--- config.mk ---
export PLATFORM = sky130hd
export DESIGN_NAME = seq_code_decode
export DESIGN_NICKNAME = d
export VERILOG_FILES = /design/src/rtl/seq_code_checker_pkg.sv /design/src/rtl/seq_code_decode.sv
export SDC_FILE = /design/constraint.sdc
export NUM_CORES = 1
export LEC_CHECK = 0
export ABC_AREA = 1
export CORE_AREA = 2 2 39 41
export DETAILED_ROUTE_END_ITERATION = 12
export DIE_AREA = 0 0 41 43
export PLACE_DENSITY_LB_ADDON = 0.3
export SLEW_MARGIN = 30
export SYNTH_ARGS = -nofsm -noshare
export SYNTH_HDL_FRONTEND = slang
export SYNTH_SLANG_ARGS = --single-unit
--- constraint.sdc ---
create_clock -name vclk -period 0.8
set_input_delay 0.16 -clock vclk [all_inputs]
set_output_delay 0.16 -clock vclk [all_outputs]
set_load 0.02 [all_outputs]
--- src/rtl/seq_code_checker_pkg.sv ---
// ============================================================================
// Module   : seq_code_checker_pkg
// Brief    : Shared code table, state encoding and index helpers for the
//            0-4-7-8-10-13-9-15 counting sequence.
// Revision : 1.0
// ============================================================================
`default_nettype none

package seq_code_checker_pkg;

  localparam int IDX_W = 3;

  localparam logic [3:0] CODE_0 = 4'd0;
  localparam logic [3:0] CODE_1 = 4'd4;
  localparam logic [3:0] CODE_2 = 4'd7;
  localparam logic [3:0] CODE_3 = 4'd8;
  localparam logic [3:0] CODE_4 = 4'd10;
  localparam logic [3:0] CODE_5 = 4'd13;
  localparam logic [3:0] CODE_6 = 4'd9;
  localparam logic [3:0] CODE_7 = 4'd15;

  typedef enum logic [1:0] {
    HUNT   = 2'd0,
    ACQ    = 2'd1,
    LOCKED = 2'd2
  } state_t;

  // Index 7 rolls over to 0, which is the 15 -> 0 step of the sequence.
  function automatic logic [IDX_W-1:0] succ(input logic [IDX_W-1:0] i);
    return i + IDX_W'(1);
  endfunction

endpackage

`default_nettype wire

--- src/rtl/seq_code_decode.sv ---
// ============================================================================
// Module   : seq_code_decode
// Brief    : Combinational map from a 4-bit sequence code to its index.
// Revision : 1.0
// ============================================================================
`default_nettype none

module seq_code_decode
  import seq_code_checker_pkg::*;
(
  input  logic [3:0]       code,
  output logic [IDX_W-1:0] idx,
  output logic             legal
);

  always_comb begin
    idx   = '0;
    legal = 1'b1;
    case (code)
      CODE_0:  idx = 3'd0;
      CODE_1:  idx = 3'd1;
      CODE_2:  idx = 3'd2;
      CODE_3:  idx = 3'd3;
      CODE_4:  idx = 3'd4;
      CODE_5:  idx = 3'd5;
      CODE_6:  idx = 3'd6;
      CODE_7:  idx = 3'd7;
      default: legal = 1'b0;
    endcase
  end

endmodule

`default_nettype wire

[Yosys cells after proc, flatten, opt, wreduce, memory -nomap -nowiden]
Index checks and enable logic that the tools add are counted.
Storage, ports and cells
  register bits: 0
  bits of input ports: 4
  output and inout port bits: 4
  logic and storage cells: 11
Operators by class
  eq/ne operators: 7
  mux-type cells: 2
  reduce and logical (&&, ||, !) cells: 2
Operators with widths (number)
  one-hot mux 3 bit (7 select lines): 1
  == test 4 bit, second input constant: 5
  == test 4 x 3 -> 1 bit, second input constant: 2
  OR reduction 8 bit: 1
  logical NOT 4 bit: 1
  2-to-1 mux 1 bit: 1

[Longest topological paths before layout]
  word-level depth: 3
  depth in mapped cells: 5

[Worst setup path after synthesis]
No wires, ideal clock.
  path kind: input to output
  start point: input port code[2]
  end point: output port idx[1]
  arrival: 608 ps
  required time: 640 ps
  path slack: 32 ps
  stages on the path: 3
  cell sequence: inv_2 -> nand2_1 -> a22oi_1
Between the ends
  word-level cells in the longest chain between the ends: 2
  elaborated cells between the ends (all ways): 8
Ends and longest elaborated chain
  from (decl): RTL line seq_code_decode.sv:11  | input logic [3:0] code,
  == test 4 bit or == test 4 x 3 -> 1 bit (tied branches): RTL line seq_code_decode.sv:19  | case (code)
  one-hot mux 3 bit (7 select lines) *: RTL line seq_code_decode.sv:19
  to (decl): RTL line seq_code_decode.sv:12  | output logic [IDX_W-1:0] idx,
Every way passes the cells marked *; elsewhere a longest branch is shown, timed or not.

[Worst setup path after layout]
  start point: input port code[3]
  end point: output port legal
Between the ends
  word-level cells in the longest chain between the ends: 3
  elaborated cells between the ends (all ways): 10
Ends and longest elaborated chain
  == test 4 bit, or another cell as far along: RTL line seq_code_decode.sv:19
  OR reduction 8 bit (no source line) *
  2-to-1 mux 1 bit *: RTL line seq_code_decode.sv:19
  to (decl): RTL line seq_code_decode.sv:13  | output logic legal
Marks and branches as above.

==> metrics.txt <==
Top delay family on crit path=simple AND/OR/NAND/NOR gates; hold path depth=3; fin cells=44; Initial Util=6.60%; site row count=14; Post-CTS Hold Buffers=0; postcts setup bufs=0; Port Buffers=8; drt via density=3.57; area share of the largest cell type after synthesis=32.9%; number of diodes=0; worst-margin pin slew=0.184 ns; die area=1760 µm²; Post-Syn Instances=20; power per cell area=635 nW/µm²; cell taking the most area after synthesis=nand2_1; vias in the first global route=124; RD Place Congestion=0.622; Layout area overhead=221%; # DRC=0; core footprint=1380 µm²; Worst Hold End=idx[1]; # placed instances=44; via count=157; Placed Area=191 µm²; fmax=1200 MHz; Leak=0.142 nW; critical path's slowest cell=nand3_1; WL per Instance=7.68 µm; WP data arrival=0.67 ns; Setup crit end kind=output pin; Syn Nets=24; Die Ht=43 µm; MaxCap Viol Count=0; slowest cell delay on critical path=0.16 ns; Syn. warnings=0; HP Class=input pin to output pin; largest net degree at the start of global routing=6; Hold Crit Start=code[1]; WP data required=0.64 ns; post-route minimum period=0.832 ns; antenna violations before repair=0; largest cells by area after synthesis=nand2_1, nand3_1, o21ai_2, a22oi_1, inv_1; num sequential=0; utilization after layout=21.2%; sequential cell area=0 µm²; DIE WIDTH=41 µm; RSZ-0062 raised after global routing=true; Post-Syn Area=91.3 µm²; maximum vdd ir drop=94.7 µV; Avg Inst Size Synth=4.57 µm²; final net count=34; worst hold slack=0.614 ns; Worst Path Max Fanout=4; Netlist cell types=8; failing checks=setup timing; Max-slew headroom=87.7%; share of cells above drive strength 1=89.3%; drt initial violations=0; CP Cell Sequence=buf_12, nand3_1, nand3_2, buf_6; drt total wl=338 µm; DRT Pass-1 Iters=1; Final HPWL DP=246 µm; period utilisation layout=104%; final hold violation count=0; # setup viols final=4; Crit Path Class=input pin to output pin; Pwr Total=0.000186 W; ANT nets after route=0; register area share after synthesis=0%; post-route cell area=293 µm²; startpoint types=input pin; first-pass GRT wire length=393 µm; Ports=8; number of clock buffers in the layout=0; status=finished with violations; Final Max Slew Viols=0; grt ovf=0; Final WS setup=-0.0323 ns; Worst Path Buf+Inv=2; total track usage=2.90%
## cell usage in the layout (no fill, tap or decap)
cell type  n
o21ai_2    1
inv_2      1
buf_6      5
nand2_1    2
inv_6      2
nor2_4     1
nand2_4    3
nand3_2    3
a22oi_2    1
buf_8      1
nand2_2    4
buf_12     2
inv_4      1
nand3_1    1
## worst max path at each step
stage               startpoint      to  slack, ns  cells after the start
CTS                    code[2]  idx[1]      -0.06                      5
detailed placement     code[3]   legal      -0.99                      6
floorplan              code[2]  idx[1]       0.03                      3
global route           code[3]   legal      -0.05                      4
finish                 code[3]   legal      -0.03                      4
global placement       code[3]   legal      -1.01                      6
## tightest hold or removal path, delay by kind of cell
family          cells  cell delay [ns]
compound gates      1             0.08
buf+inv             2             0.22
## cells in the mapped netlist, drive strengths merged
cell type	count
inv	4
nor2	1
o21ai	1
nand2	9
nand3	4
a22oi	1
## cell type report
class / count / area [µm²]
fillers: 157 / 1090
repair buffers: 8 / 111
well taps: 16 / 20.0
inverters: 4 / 27.5
multi-input cells: 16 / 134
## metrics by stage
step | setup slack, ns | TNS, ns
4_1_cts | -0.0631 | -0.196
3_3_place_gp | -1.01 | -3.96
3_5_place_dp | -0.992 | -3.89
6_report | -0.0323 | -0.0950
2_1_floorplan | 0.0321 | 0
5_1_grt | -0.0506 | -0.197
## metal layers
layer / track usage [%] / vias to the layer above / wire length [µm]
li1: - / 80 / -
met1: 3.48 / 74 / 104
met2: 5.63 / 3 / 209
met3: 0 / 0 / 24
met4: 0 / 0 / 0
met5: 0 / - / 0
## power by group
group | leakage [nW] | internal (W) | switching, W
Combinational | 0.142 | 0.0000939 | 0.0000920
Sequential | 0 | 0 | 0
Clock | 0 | 0 | 0
Total | 0.142 | 0.0000939 | 0.0000920
## cells by family (layout without fill, tap and decap cells)
family / count (synthesis) / count (layout) / synth area share, %
AO/OA/AOI/OAI: 2 / 2 / 17.8
buffers and inverters: 4 / 12 / 16.4
AND/OR/NAND/NOR: 14 / 14 / 65.8
## what timing repair did
action | 4_1_cts | 5_1_grt
pin swaps | 5 | 8
setup endpoints to repair | 4 | 4
gates resized for setup | 53 | 21
Note: power is estimated with default switching activity, not from simulation.
